===== src/rtl/seg_arb_pkg.sv =====
// Shared types and constants for the 7-segment display arbiter.
// Optional alert blinking is enabled with SEG_ARB_BLINK_EN.
package seg_arb_pkg;

   typedef enum logic [1:0] {
      IDLE       = 2'd0,
      HOLD_SONG  = 2'd1,
      HOLD_ALERT = 2'd2
   } state_e;

   localparam logic [1:0] SRC_BG    = 2'd0;
   localparam logic [1:0] SRC_SONG  = 2'd1;
   localparam logic [1:0] SRC_ALERT = 2'd2;

   localparam logic [3:0] DIG_0 = 4'b1000;
   localparam logic [3:0] DIG_1 = 4'b0100;
   localparam logic [3:0] DIG_2 = 4'b0010;
   localparam logic [3:0] DIG_3 = 4'b0001;

   function automatic logic [3:0] dig_onehot(
      input logic [1:0] idx
   );
      logic [3:0] r;
      case (idx)
         2'd0:    r = DIG_0;
         2'd1:    r = DIG_1;
         2'd2:    r = DIG_2;
         default: r = DIG_3;
      endcase
      return r;
   endfunction

   // Digit 0 is the leftmost one and owns the top byte.
   function automatic logic [7:0] frame_byte(
      input logic [31:0] f,
      input logic [1:0]  idx
   );
      logic [7:0] r;
      case (idx)
         2'd0:    r = f[31:24];
         2'd1:    r = f[23:16];
         2'd2:    r = f[15:8];
         default: r = f[7:0];
      endcase
      return r;
   endfunction

   function automatic logic [1:0] src_of(
      input state_e s
   );
      logic [1:0] r;
      case (s)
         HOLD_SONG:  r = SRC_SONG;
         HOLD_ALERT: r = SRC_ALERT;
         default:    r = SRC_BG;
      endcase
      return r;
   endfunction

endpackage


===== src/rtl/seg_scan_tick.sv =====
// Free-running prescaler: one-cycle tick every SCAN_DIV clocks.
// Shared by the display blocks that need a digit-scan cadence.
module seg_scan_tick #(
   parameter int SCAN_DIV = 250000
) (
   input  logic clk,
   input  logic rst_n,
   output logic tick
);

   localparam int CW = $clog2(SCAN_DIV);
   localparam logic [CW-1:0] LAST = CW'(SCAN_DIV - 1);

   logic [CW-1:0] cnt_q;
   logic [CW-1:0] cnt_d;

   assign tick  = (cnt_q == LAST);
   assign cnt_d = tick ? '0 : cnt_q + 1'b1;

   always_ff @(posedge clk or negedge rst_n) begin
      if (!rst_n) begin
         cnt_q <= '0;
      end else begin
         cnt_q <= cnt_d;
      end
   end

endmodule


===== src/rtl/seg_display_arbiter.sv =====
// Arbitrates background/song/alert frames onto a scanned 4-digit display.
// Define SEG_ARB_BLINK_EN to blink the alert frame.
module seg_display_arbiter
   import seg_arb_pkg::*;
#(
   parameter int         SCAN_DIV   = 250000,
   parameter int         HOLD_TICKS = 800,
   parameter int         BLINK_HALF = 100,
   parameter logic [7:0] BLANK_CODE = 8'h00
) (
   input  logic        clk,
   input  logic        rst_n,
   input  logic [31:0] bg_frame,
   input  logic        song_valid,
   input  logic [31:0] song_frame,
   output logic        song_ready,
   input  logic        alert_valid,
   input  logic [31:0] alert_frame,
   output logic        alert_ready,
   output logic [3:0]  sel,
   output logic [7:0]  seg,
   output logic [1:0]  active_src
);

   localparam logic [15:0] HOLD_LD = 16'(HOLD_TICKS);

   state_e      state_q, state_d;
   logic [31:0] frame_q, frame_d;
   logic [15:0] hold_q, hold_d;
   logic [1:0]  dig_q, dig_d;
   logic [3:0]  sel_q;
   logic [7:0]  seg_q;
   logic [1:0]  src_q;
   logic        tick;
   logic        alert_xfer;
   logic        song_xfer;
   logic        hold_step;
   logic        blank_w;
   logic [31:0] show_w;
   logic [7:0]  byte_w;

   seg_scan_tick #(
      .SCAN_DIV(SCAN_DIV)
   ) u_tick (
      .clk  (clk),
      .rst_n(rst_n),
      .tick (tick)
   );

   assign song_ready  = (state_q != HOLD_ALERT) && !alert_valid;
   assign alert_ready = 1'b1;
   assign alert_xfer  = alert_valid;
   assign song_xfer   = song_valid && song_ready;
   assign hold_step   = tick && (state_q != IDLE)
                        && !alert_xfer && !song_xfer;

   always_comb begin
      state_d = state_q;
      frame_d = frame_q;
      hold_d  = hold_q;
      unique case (1'b1)
         alert_xfer: begin
            state_d = HOLD_ALERT;
            frame_d = alert_frame;
            hold_d  = HOLD_LD;
         end
         song_xfer: begin
            state_d = HOLD_SONG;
            frame_d = song_frame;
            hold_d  = HOLD_LD;
         end
         hold_step: begin
            hold_d = hold_q - 16'd1;
            if (hold_q == 16'd1) state_d = IDLE;
         end
         default: ;
      endcase
   end

   // The scan uses the frame of the state in force at the tick edge.
   assign dig_d  = tick ? dig_q + 2'd1 : dig_q;
   assign show_w = (state_q == IDLE) ? bg_frame : frame_q;
   assign byte_w = frame_byte(show_w, dig_d);

`ifdef SEG_ARB_BLINK_EN
   localparam logic [15:0] BL_LAST = 16'(BLINK_HALF - 1);

   logic        blink_on_q;
   logic [15:0] blink_cnt_q;

   assign blank_w = (state_q == HOLD_ALERT) && !blink_on_q;

   always_ff @(posedge clk or negedge rst_n) begin
      if (!rst_n) begin
         blink_on_q  <= 1'b1;
         blink_cnt_q <= '0;
      end else if (alert_xfer) begin
         blink_on_q  <= 1'b1;
         blink_cnt_q <= '0;
      end else if (tick && state_q == HOLD_ALERT) begin
         if (blink_cnt_q == BL_LAST) begin
            blink_cnt_q <= '0;
            blink_on_q  <= ~blink_on_q;
         end else begin
            blink_cnt_q <= blink_cnt_q + 16'd1;
         end
      end
   end
`else
   logic unused_blink;
   assign unused_blink = ^32'(BLINK_HALF);
   assign blank_w      = 1'b0;
`endif

   always_ff @(posedge clk or negedge rst_n) begin
      if (!rst_n) begin
         state_q <= IDLE;
         frame_q <= '0;
         hold_q  <= '0;
         dig_q   <= 2'd3;
         sel_q   <= 4'b0000;
         seg_q   <= BLANK_CODE;
         src_q   <= SRC_BG;
      end else begin
         state_q <= state_d;
         frame_q <= frame_d;
         hold_q  <= hold_d;
         dig_q   <= dig_d;
         src_q   <= src_of(state_d);
         if (tick) begin
            sel_q <= dig_onehot(dig_d);
            seg_q <= blank_w ? BLANK_CODE : byte_w;
         end
      end
   end

   assign sel        = sel_q;
   assign seg        = seg_q;
   assign active_src = src_q;

endmodule

===== config.mk =====
export PLATFORM = sky130hd
export DESIGN_NAME = seg_display_arbiter
export DESIGN_NICKNAME = d
export VERILOG_FILES = /design/src/rtl/seg_arb_pkg.sv /design/src/rtl/seg_scan_tick.sv /design/src/rtl/seg_display_arbiter.sv
export SDC_FILE = /design/constraint.sdc
export NUM_CORES = 1
export LEC_CHECK = 0
export CAP_MARGIN = 25
export CELL_PAD_IN_SITES_DETAIL_PLACEMENT = 0
export CELL_PAD_IN_SITES_GLOBAL_PLACEMENT = 2
export CORE_MARGIN = 2
export CORE_UTILIZATION = 30
export DETAILED_ROUTE_END_ITERATION = 6
export HOLD_SLACK_MARGIN = 0.12
export PLACE_DENSITY_LB_ADDON = 0.1
export SETUP_SLACK_MARGIN = 0.3
export SLEW_MARGIN = 5
export SYNTH_ARGS = -nofsm -noshare
export SYNTH_HDL_FRONTEND = slang
export SYNTH_SLANG_ARGS = --single-unit

===== constraint.sdc =====
create_clock -name clk -period 5.15 [get_ports clk]
set_clock_uncertainty 0.1 [all_clocks]
set_input_delay 1.03 -clock clk [delete_from_list [all_inputs] [get_ports clk]]
set_output_delay 1.03 -clock clk [all_outputs]
set_load 0.01 [all_outputs]

==> flow_summary.yaml, run 1 <==
run_status:
  status: "completed"
route:
  drc_errors: 0
  vias: 3897
  wl_um: 12300
  dr.pass1.iters: 4
  drt_iter0_markers: 239
  postRouteAntennaNets: 0
  vias_per_cell: 4.96
  wl_per_cell_um: 15.6
clocking:
  clk_latency_ns: 0.34
  htreeDepth: 3
  clockBufferDepth: 2
  cts_inserted_buffers: 9
  ctsResizeCount: 0
  cts_tree: "built"
  clockRootBuffer: "clkbuf_16"
  holdBufCountCts: 0
  clock-sinks: 84
  cts.clk_slew.worst_paths_ns: 0.06
  cts_setup_buffers: 0
critical_path:
  crit_top_cell: "clkdlybuf4s50_1"
  crit_chain: "clkdlybuf4s50_1 > buf_4 > a21oi_1 > clkdlybuf4s50_1"
  cp-end-kind: "output port"
  ff2ff_path_depth: 5
  cpPeakStageDelay_ns: 0.58
  crit_slowest_cell: "clkdlybuf4s50_1"
  worstSetupPathType: "in -> out"
  cp_max_fo: 36
  critPathArrivalTime_ns: 2.52
  startpoint_type: "primary input"
  r2r-end: "active_src[0]"
  rrSetupSlack_ns: 2.39
  required_ns: 4.02
  crit-reg2reg-launch: "u_tick.cnt_q[13]"
sta:
  drv_slew: 0
  setup-violations-final: 0
  finalSetupTns_ns: 0
  final_hold_viol_count: 0
  post-route-min-period_ns: 3.65
  max_freq_ghz: 0.274
  rsz0062_at_grt: "false"
  max_slew_margin_pct: 53.1
  worst_slew_pin_slew_ns: 0.703
  timing.hold.ws_ns: 0.373
  post-route-period-util_pct: 70.8
yosys:
  syn_inst: 497
  ys_types: 43
  synth_edf_count: 0
  ys_ff_latch: 84
  synth_nets: 600
  yosysTopAreaCell: "dfrtp_1"
  netlist_area_sq_mm: 0.00431
  yosysWarnings: 0
  post_synth.cell_area_avg_sq_um: 8.67
  ys_seq_area_share_pct: 48.9
  yosysMostFrequentCell: "nand2_1"
  synthArstFlopShare_pct: 100
  synthDominantCellAreaShare_pct: 47.6
  synth_common_cells: "nand2_1, dfrtp_1, nor2_1"
  synth.area.top_cells: "dfrtp_1, nand2_1, a22oi_1"
  synth-main-ff-cell: "dfrtp_1"
global_routing:
  grtUsageTotal_pct: 17.4
  grt_first_pass_wirelength_um: 20500
  grt_pass1_vias: 4084
  grt_max_degree: 48
  antenna_found_initial: 0
  overflow: 0
placement:
  routabilityCongestion: 0.739
  hpwl_um: 8920
  portBuffers: 114
die:
  rows: 43
  die-height_um: 124
  fp.dieArea_sq_mm: 0.0153
  start_util_pct: 30.9
  chipWidth_um: 124
  core_area_sq_mm: 0.0139
  io_pins: 116
pwr:
  power_uw: 1460
  leakage_uw: 0.00249
  ir_worst_vdd_uv: 138
  powerDensity_mw_per_mm2: 249
layout:
  insertedDiodeCount: 0
  fillerInstances: 1469
  area_growth_pct: 36.4
  nNetsFinal: 704
  drive_gt1_share_pct: 5.12
flow_run:
  maxCapViolations: 0
hold_path:
  hold_path_end: "u_tick.cnt_q[16]"
  hold_path_depth: 1
  hp-class: "reg -> reg"
  holdCritStartpoint: "u_tick.cnt_q[16]"
[report_power, final]
group	switching (uW)	total [uW]	internal, uW
Combinational	76.2	176	99.5
Sequential	17.7	707	690
Clock	253	578	325
Total	347	1460	1110
[cells in the final DEF, fill, tap and decap left out, types with 2 or more instances in the layout]
cell and count:
a221oi_1 8, buf_4 7, a21oi_1 14, clkbuf_1 4
nand2_1 128, xnor2_1 12, dfstp_2 2, xor2_1 13
o211ai_1 16, a22oi_1 32, nor3_1 5, and3_1 3
o21ai_1 2, and4_1 2, clkbuf_16 9, o21ai_0 26
clkdlybuf4s50_1 113, nor2_1 50, o31ai_1 2, nand4_1 9
nand3_1 18, or2_2 2, or4_1 2, o21a_1 2
nand2b_1 2, nor4_1 3, or3_1 9, dfrtp_1 82
nor2_2 2, clkinv_2 3, ha_1 3, nand3b_1 2
inv_1 6
[per-layer routing]
metal  global-route usage, %  share of wire (%)  routed length [um]  vias to the layer above
met1                    21.7                 45                5490                     1879
met4                    5.75                1.6                 196                        0
li1                        -                  -                   -                     1931
met5                       0                  0                   0                        -
met3                    3.71                4.3                 528                       13
met2                    29.9                 50                6090                       74
[through the flow]
step	area, sq um	instances	utilization (%)	worst slack (ns)
6_report	5880	786	42.2	1.50
4_1_cts	5880	786	42.2	1.48
5_1_grt	5880	786	42.2	1.41
3_3_place_gp	5620	770	40.3	1.52
2_1_floorplan	4310	497	-	2.54
3_5_place_dp	5620	770	40.3	1.49
[kinds of logic after synthesis]
group	Yosys count	share of synthesized area [%]
simple gates	246	25.8
xor+xnor	25	5.08
other cells	1	0.0871
mux	1	0.232
flops	84	48.9
buf+inv	33	3.14
compound gates	104	15.9
fa+ha+maj	3	0.872
[sequential cells by signal (all words and copies together) (netlist names)]
| signal | flops |
|---|---|
| active_src | 2 |
| dig_q | 2 |
| seg | 8 |
| frame_q | 32 |
| state_q | 2 |
| u_tick.cnt_q | 18 |
| sel | 4 |
| hold_q | 16 |
[final cells by class]
cell class	instances	area [sq um]	area share, %
Sequential cell	84	2100	35.8
Multi-Input combinational cell	380	2080	35.5
Timing Repair Buffer	120	1180	20.1
Clock buffer	13	240	4.09
Tap cell	180	225	3.83
Inverter	6	22.5	0.383
Clock inverter	3	15.0	0.256
[worst max-delay path: cells and delay by family]
family / cells / cell delay, ns
buf+inv: 3 / 1.23
compound gates: 1 / 0.26
[worst max path at each step]
stage | start | endpoint | slack [ns] | depth (start not counted)
finish | alert_valid | song_ready | 1.50 | 4
global route | alert_valid | song_ready | 1.41 | 4
CTS | alert_valid | song_ready | 1.48 | 4
detailed placement | alert_valid | song_ready | 1.49 | 4
global placement | alert_valid | song_ready | 1.52 | 4
floorplan | alert_valid | song_ready | 2.54 | 2
(Power assumes the default switching activity.)
==> run 2, diff against run 1 <==
--- a/config.mk
+++ b/config.mk
@@ -9,7 +9,7 @@
 export CELL_PAD_IN_SITES_DETAIL_PLACEMENT = 0
 export CELL_PAD_IN_SITES_GLOBAL_PLACEMENT = 2
 export CORE_MARGIN = 2
-export CORE_UTILIZATION = 30
+export CORE_UTILIZATION = 28
 export DETAILED_ROUTE_END_ITERATION = 6
 export HOLD_SLACK_MARGIN = 0.12
 export PLACE_DENSITY_LB_ADDON = 0.1
==> constraint.sdc (replaced) <==
create_clock -name clk -period 3.6 [get_ports clk]
set_clock_uncertainty 0.1 [all_clocks]
set_input_delay 0.72 -clock clk [delete_from_list [all_inputs] [get_ports clk]]
set_output_delay 0.72 -clock clk [all_outputs]
set_load 0.01 [all_outputs]
==> run 2 against run 1 <==
Effect of this change:
- clock-buffer cell count shrank 1
- global-route usage shrank 1.4 points
- sequential share of layout area shrank 0.31 points
- utilization shrank 2.9 points
- sequential power grew 43%
- critical endpoint unchanged
- largest cell class unchanged
==> flow_summary.yaml, run 2 (synthesis gave the netlist of run 1 again) <==
critical_path:
  crit_top_cell: "clkdlybuf4s50_1"
  critPathTopFamily: "buffers and inverters"
  crit_slowest_cell: "clkdlybuf4s50_1"
  cp_max_fo: 3
  cpPeakStageDelay_ns: 0.58
  required_ns: 2.78
  cp-end-kind: "output port"
  startpoint_type: "primary input"
  crit_chain: "clkdlybuf4s50_1 > a21oi_1 > clkdlybuf4s50_1"
  crit_buf_inv: 2
  worstSetupPathType: "in -> out"
  critPathArrivalTime_ns: 1.97
layout:
  nNetsFinal: 706
  fillerInstances: 1595
  drive_gt1_share_pct: 5.92
  regMostFlops: "frame_q"
  final_common_cell: "nand2_1"
  largest_registers: "frame_q (32), u_tick.cnt_q (18), hold_q (16)"
  final_cell_count_no_fill: 796
  insertedDiodeCount: 0
  area_growth_pct: 37.6
  mostFrequentLayoutCells: "nand2_1, clkdlybuf4s50_1, dfrtp_1"
  largest_reg_flops: 32
  layout.area.seq_sq_mm: 0.00210
  multiInputGateArea_sq_mm: 0.00208
sta:
  drv_slew: 0
  post-route-period-util_pct: 77.5
  setup-violations-final: 0
  finalSetupTns_ns: 0
  post-route-min-period_ns: 2.79
  timing.hold.ws_ns: 0.296
  rsz0062_at_grt: "false"
  max_freq_ghz: 0.359
  max_slew_margin_pct: 53.0
  final_hold_viol_count: 0
  worst_slew_pin_slew_ns: 0.705
placement:
  hpwl_um: 9150
  place_inst: 780
  portBuffers: 114
  routabilityCongestion: 0.757
global_routing:
  grt_max_degree: 53
  overflow: 0
  grt_first_pass_wirelength_um: 20100
  grt_pass1_vias: 3942
  antenna_found_initial: 0
  grtUsageTotal_pct: 16.0
pwr:
  leakage_uw: 0.00251
  power_uw: 2150
  powerDensity_mw_per_mm2: 362
  ir_worst_vdd_uv: 221
clocking:
  cts.clk_slew.worst_paths_ns: 0.07
  cts_inserted_buffers: 9
  clk_latency_ns: 0.35
  clock-sinks: 84
  cts_setup_buffers: 0
  clockBufferDepth: 2
  clockRootBuffer: "clkbuf_16"
  cts_tree: "built"
  holdBufCountCts: 0
  htreeDepth: 3
  ctsResizeCount: 0
die:
  core_area_sq_mm: 0.0151
  start_util_pct: 28.5
  die-height_um: 128
  fp.dieArea_sq_mm: 0.0164
  rows: 45
  chipWidth_um: 128
  io_pins: 116
hold_path:
  hp-class: "in -> async"
route:
  vias: 3863
  vias_per_cell: 4.85
  postRouteAntennaNets: 0
  wl_per_cell_um: 15.7
  dr.pass1.iters: 5
  drc_errors: 0
  drt_iter0_markers: 174
  wl_um: 12500
flow_run:
  maxCapViolations: 0
run_status:
  status: "completed"
run 2: changes by cell type in the layout (fill, tap and decap cells not counted):
cell / previous run / this run
clkinv_2: 3 / 2
buf_4: 7 / 9
clkbuf_8: 0 / 2
clkbuf_1: 4 / 1
clkinvlp_4: 0 / 2
run 2: worst register-to-register path, cell delays in order, from the launching register on:
cell	delay (ns)
dfrtp_1	0.42
or4_1	0.56
or2_4	0.30
or4_4	0.69
nor4b_4	0.42
o21ai_1	0.11
run 2: worst paths after layout:
kind | from | endpoint | slack [ns] | cells past startpoint
max in group asynchronous | rst_n | dig_q[0] | 2.27 | 2
worst max register to register | u_tick.cnt_q[13] | state_q[0] | 0.88 | 5
worst max-delay path | alert_valid | song_ready | 0.81 | 3
worst min-delay path | rst_n | hold_q[9] | 0.30 | 1
min in group clk | frame_q[6] | frame_q[6] | 0.38 | 2
worst min register to register | frame_q[6] | frame_q[6] | 0.38 | 2
run 2: report_power, final:
part	internal, uW	total [uW]	switching (uW)
logic	143	252	109
registers	986	1010	25.5
clock network	503	881	378
run 2: routing by layer:
layer | up-vias | track usage [%] | routed length (um) | share of wire (%)
met5 | - | 0 | 0 | 0
met4 | 0 | 4.72 | 179 | 1.4
met3 | 15 | 5.18 | 633 | 5.1
met2 | 88 | 26.7 | 6020 | 48
met1 | 1813 | 19.9 | 5660 | 45
li1 | 1947 | - | - | -
run 2: layout make-up:
cell class                 instances  area share, %
sequential                        84           35.5
inverter                           6          0.380
clock buffer                      12           4.33
tap                              188           3.97
clock inverter                     4          0.422
timing repair buffer             122           20.2
multi-input combinational        380           35.2
run 2: per-stage QoR:
stage / instance area, sq um / util [%] / setup WS, ns
finish: 5930 / 39.3 / 0.811
global route: 5930 / 39.3 / 0.750
CTS: 5930 / 39.3 / 0.799
detailed placement: 5650 / 37.4 / 0.811
global placement: 5650 / 37.4 / 0.835
floorplan: 4310 / - / 1.07
